--- src/rtl/seq_mult_abortable.sv ---
// Shift-add sequential multiplier with start/done handshake and synchronous abort.
// Optional two's-complement operation is enabled by defining MULT_SIGNED_EN.
module seq_mult_abortable #(
  parameter  int WIDTH = 8,
  localparam int CNT_W = $clog2(WIDTH + 1)
) (
  input  logic                 clock,
  input  logic                 reset,
  input  logic                 start,
  input  logic                 abort,
  input  logic [WIDTH-1:0]     a_in,
  input  logic [WIDTH-1:0]     b_in,
  output logic                 ready,
  output logic                 busy,
  output logic                 done,
  output logic                 aborted,
  output logic [2*WIDTH-1:0]   product
);

  typedef enum logic [1:0] {
    ST_IDLE = 2'd0,
    ST_RUN  = 2'd1,
    ST_DONE = 2'd2
  } state_t;

  state_t               state_r;
  logic [2*WIDTH-1:0]   mcand_r;
  logic [WIDTH-1:0]     mult_r;
  logic [2*WIDTH-1:0]   acc_r;
  logic [CNT_W-1:0]     cnt_r;
  logic [2*WIDTH-1:0]   acc_next_s;
  logic [WIDTH-1:0]     a_mag_s;
  logic [WIDTH-1:0]     b_mag_s;
  logic [2*WIDTH-1:0]   result_s;

`ifdef MULT_SIGNED_EN
  logic                 sign_r;

  // Magnitude of a two's-complement operand; the most negative value maps to 2**(WIDTH-1).
  function automatic logic [WIDTH-1:0] mag_f(input logic [WIDTH-1:0] v);
    mag_f = v[WIDTH-1] ? (~v + {{(WIDTH-1){1'b0}}, 1'b1}) : v;
  endfunction

  // Two's-complement negation of the full-width accumulator.
  function automatic logic [2*WIDTH-1:0] neg_f(input logic [2*WIDTH-1:0] v);
    neg_f = ~v + {{(2*WIDTH-1){1'b0}}, 1'b1};
  endfunction

  // Operand magnitudes and signed result selection.
  always_comb begin
    a_mag_s  = mag_f(a_in);
    b_mag_s  = mag_f(b_in);
    if (sign_r) begin
      result_s = neg_f(acc_r);
    end else begin
      result_s = acc_r;
    end
  end
`else
  // Unsigned operands pass straight through.
  always_comb begin
    a_mag_s  = a_in;
    b_mag_s  = b_in;
    result_s = acc_r;
  end
`endif

  // One shift-add iteration: add the shifted multiplicand when the multiplier LSB is set.
  always_comb begin
    if (mult_r[0]) begin
      acc_next_s = acc_r + mcand_r;
    end else begin
      acc_next_s = acc_r;
    end
  end

  // Control FSM, datapath registers and registered handshake outputs.
  always_ff @(posedge clock) begin
    if (reset) begin
      state_r <= ST_IDLE;
      mcand_r <= '0;
      mult_r  <= '0;
      acc_r   <= '0;
      cnt_r   <= '0;
      ready   <= 1'b1;
      busy    <= 1'b0;
      done    <= 1'b0;
      aborted <= 1'b0;
      product <= '0;
`ifdef MULT_SIGNED_EN
      sign_r  <= 1'b0;
`endif
    end else begin
      done    <= 1'b0;
      aborted <= 1'b0;
      case (state_r)
        ST_IDLE: begin
          // Abort in IDLE suppresses a simultaneous start without any pulse.
          if (start && !abort) begin
            mcand_r <= {{WIDTH{1'b0}}, a_mag_s};
            mult_r  <= b_mag_s;
            acc_r   <= '0;
            cnt_r   <= '0;
`ifdef MULT_SIGNED_EN
            sign_r  <= a_in[WIDTH-1] ^ b_in[WIDTH-1];
`endif
            state_r <= ST_RUN;
            ready   <= 1'b0;
            busy    <= 1'b1;
          end
        end
        ST_RUN: begin
          if (abort) begin
            state_r <= ST_IDLE;
            aborted <= 1'b1;
            ready   <= 1'b1;
            busy    <= 1'b0;
          end else begin
            acc_r   <= acc_next_s;
            mcand_r <= mcand_r << 1;
            mult_r  <= mult_r >> 1;
            cnt_r   <= cnt_r + {{(CNT_W-1){1'b0}}, 1'b1};
            // Fixed latency: always exactly WIDTH iterations.
            if (cnt_r == CNT_W'(WIDTH - 1)) begin
              state_r <= ST_DONE;
              busy    <= 1'b0;
            end
          end
        end
        ST_DONE: begin
          product <= result_s;
          done    <= 1'b1;
          state_r <= ST_IDLE;
          ready   <= 1'b1;
        end
        default: begin
          state_r <= ST_IDLE;
          ready   <= 1'b1;
          busy    <= 1'b0;
        end
      endcase
    end
  end

endmodule

--- config.mk ---
export PLATFORM = sky130hd
export DESIGN_NAME = seq_mult_abortable
export DESIGN_NICKNAME = d
export VERILOG_FILES = /design/src/rtl/seq_mult_abortable.sv
export SDC_FILE = /design/constraint.sdc
export NUM_CORES = 1
export LEC_CHECK = 0
export BUFFER_PORTS_ARGS = -buffer_cell sky130_fd_sc_hd__buf_4
export CORE_AREA = 5 5 109 111
export DETAILED_ROUTE_END_ITERATION = 10
export DIE_AREA = 0 0 114 116
export GPL_TIMING_DRIVEN = 0
export PLACE_DENSITY = 0.53
export SETUP_SLACK_MARGIN = 0.5
export SLEW_MARGIN = 10
export SYNTH_ARGS = -nofsm -noshare
export SYNTH_HDL_FRONTEND = slang
export SYNTH_SLANG_ARGS = --single-unit
--- constraint.sdc ---
create_clock -name clock -period 4.7 [get_ports clock]
set_input_delay 0 -clock clock [delete_from_list [all_inputs] [get_ports clock]]
set_output_delay 0 -clock clock [all_outputs]
set_load 0.005 [all_outputs]
==> impl_metrics.env <==
export IMPL_antenna_found_initial=0
export IMPL_synth_top_cell_by_area="dfxtp_1"
export IMPL_critPathKind="reg -> reg"
export IMPL_end_kind="flip-flop"
export IMPL_drcViolationCount=0
export IMPL_p_leak_uw=0.00164
export IMPL_cts_buffer_depth=2
export IMPL_syn_area_sq_um=3170
export IMPL_outcome="finished clean"
export IMPL_crit_chain="ha_1, inv_1, fa_1, nor2b_4, o21a_4, o31ai_4, a21oi_2, a21boi_0, xnor2_1, a22o_1"
export IMPL_layout_nets=485
export IMPL_io_buffers=38
export IMPL_place_hpwl_um=5970
export IMPL_drv_slew=0
export IMPL_post_route_min_period_ps=2380
export IMPL_synth_edf_count=0
export IMPL_clock_latency_ps=350
export IMPL_hp_class="in -> reg"
export IMPL_postLayoutCoreUtil_pct=37.6
export IMPL_cts_setup_buffers=0
export IMPL_start_kind="flip-flop"
export IMPL_antennaDiodeCount=0
export IMPL_fmax_mhz=420
export IMPL_grt_overflow_total=0
export IMPL_ir_drop_mv=0.152
export IMPL_synth_cells=382
export IMPL_grt_setup_unrepaired="false"
export IMPL_final_hold_viol_count=0
export IMPL_drtPass1Iterations=4
export IMPL_maxCapViolations=0
export IMPL_ys_warnings_count=0
export IMPL_period_share_pct=50.7
export IMPL_ant_nets=0
export IMPL_worst_slew_pin_slew_ps=734
export IMPL_crit_path_top_delay_cell="fa_1"
export IMPL_die_width_um=114
export IMPL_switching_share_pct=23.7
export IMPL_clockRootBuffer="clkbuf_8"
export IMPL_core_region_area_sq_um=10700
export IMPL_synth_distinct_cells=49
export IMPL_power_frac_seq_pct=48.2
export IMPL_grt_usage_pct=13.0
export IMPL_synth_avg_cell_area_sq_um=8.30
export IMPL_synth_area_top_cells="dfxtp_1 42%, nand2_1 9.4%, a21oi_1 7.4%, ha_1 6.3%, a311oi_1 3.9%"
export IMPL_die_h_um=116
export IMPL_tns_ps=0
export IMPL_syn_num_nets=419
export IMPL_drive_above_1_share_pct=15.0
export IMPL_cts_tree="done"
export IMPL_rows=38
export IMPL_die_area_sq_um=13200
export IMPL_power_uw=1210
export IMPL_first_iter_violations=123
export IMPL_synth_top_area_share_pct=41.7
export IMPL_setup_violations=0
export IMPL_critPathMaxFanout=4
export IMPL_path_clk_slew_ps=70
export IMPL_crit_family="compound AO/OA/AOI/OAI gates"
export IMPL_gp_congestion=0.833
export IMPL_start_util_pct=29.6
export IMPL_synth_ff_type="dfxtp_1"
export IMPL_ys_ff_latch=66
export IMPL_wl_per_cell_um=13.7
export IMPL_grt_pass1_wl_um=13600
export IMPL_p_int_uw=919
export IMPL_fin_worst_skew_ps=10.7
export IMPL_max_slew_margin_pct=51.1
export IMPL_switching_power_uw=286
export IMPL_clockPowerShare_pct=43.4
export IMPL_cp_data_required_time_ps=4940
export IMPL_vias=2876
export IMPL_wl_um=8140
export IMPL_area_growth_synth_to_final_pct=27.0
export IMPL_crit_arrival_ps=2620
export IMPL_yosysSeqAreaShare_pct=41.7
export IMPL_htreeDepth=3
export IMPL_p_per_area_nw_per_um2=299
export IMPL_slowest_delay_ps=440
export IMPL_viasPerCell=4.85
export IMPL_first_global_vias=2804
export IMPL_numCtsBuffers=9
export IMPL_synth_async_reset_ratio_pct=0
export IMPL_ios=40
export IMPL_worst_path_buf_inv=1
export IMPL_power_frac_comb_pct=8.5
export IMPL_grt_max_degree=12
export IMPL_clock_sinks=66
cell type report:
cell class	instances	area (sq um)
Tap cell	140	175
Timing Repair Buffer	55	455
Buffer	24	95.1
Multi-Input combinational cell	288	1740
Clock buffer	13	179
Fill cell	1138	6670
Sequential cell	66	1320
Clock inverter	3	45.0
Inverter	4	15.0
logic make-up after synthesis:
kind of cell	Yosys count	synth area share [%]
flops	66	41.7
fa+ha+maj	17	6.95
simple gates	152	21.0
buf+inv	28	3.47
mux	2	0.671
xor+xnor	14	3.87
compound gates	103	22.3
per-stage QoR:
| step | instance area [sq um] | worst slack (ps) | hold slack [ps] | instances |
|---|---|---|---|---|
| 3_5_place_dp | 3630 | 2360 | 236 | 560 |
| 6_report | 4020 | 2320 | 24.9 | 593 |
| 5_1_grt | 4020 | 2190 | 28.5 | 593 |
| 3_3_place_gp | 3630 | 2400 | 239 | 560 |
| 2_1_floorplan | 3170 | 2650 | 76.7 | 382 |
| 4_1_cts | 4020 | 2300 | 5.91 | 593 |
synth_stat cells (7+ instances only):
master	number
a21oi_1	47
a22o_1	8
a311oi_1	14
clkbuf_1	16
dfxtp_1	66
ha_1	16
nand2_1	79
nand3_1	12
nor2_1	32
nor3_1	7
xnor2_1	9
registers in the layout, summed over array words and instances (netlist names):
signal   cells
done         1
acc_r       16
mult_r       8
busy         1
cnt_r        4
product     16
ready        1
mcand_r     16
aborted      1
state_r      2
worst reg2reg max path, cell delays in order (launching register included):
cell	delay, ps
dfxtp_1	390
ha_1	220
inv_1	70
fa_1	440
nor2b_4	150
o21a_4	150
o31ai_4	60
a21oi_2	270
a21boi_0	180
xnor2_1	160
a22o_1	190
final timing paths:
check / start / to / slack, ps / cells past startpoint
hold / removal: start / ready / 20 / 3
setup reg to reg: mcand_r[0] / acc_r[10] / 2320 / 10
setup / recovery: mcand_r[0] / acc_r[10] / 2320 / 10
hold reg to reg: product[10] / product[10] / 460 / 2
metal layers:
layer	up-vias	GRT usage, %	share of wire (%)
li1	1476	-	-
met1	1329	15.9	47
met2	58	21.9	47
met3	13	2.87	3.8
met4	0	6.10	2.3
met5	-	0	0
cell usage in the layout, fill, tap and decap left out, drive strengths merged, types with 2 or more instances in the layout:
cell,synthesis,final
a311oi,15,15
o21ai,5,5
a22o,8,8
nor2,32,32
xor2,5,5
clkinvlp,0,2
buf,8,46
a22oi,4,4
dlygate4sd3,0,17
a21oi,48,48
a21o,5,5
or3,3,3
inv,4,4
nand3,12,12
a211oi,2,2
dfxtp,66,66
nor3,8,8
nand2,79,79
o31ai,2,2
nor2b,6,6
and3,2,2
xnor2,9,9
o21a,4,4
clkbuf,16,29
and2,2,2
a31oi,4,4
nand2b,2,2
ha,16,16
power by group through the flow:
stage	Sequential, uW	Combinational [uW]	Clock [uW]
floorplan	591	57.7	0
global placement	593	90.7	0
detailed placement	593	91.7	0
CTS	580	103	542
global route	582	114	562
finish	580	102	523
repair_timing:
action | 4_1_cts | 5_1_grt
resized for setup | 0 | 0
hold endpoints to repair | 18 | 0
hold buffers | 17 | 0
No activity file was read; power rests on OpenSTA's default activity.
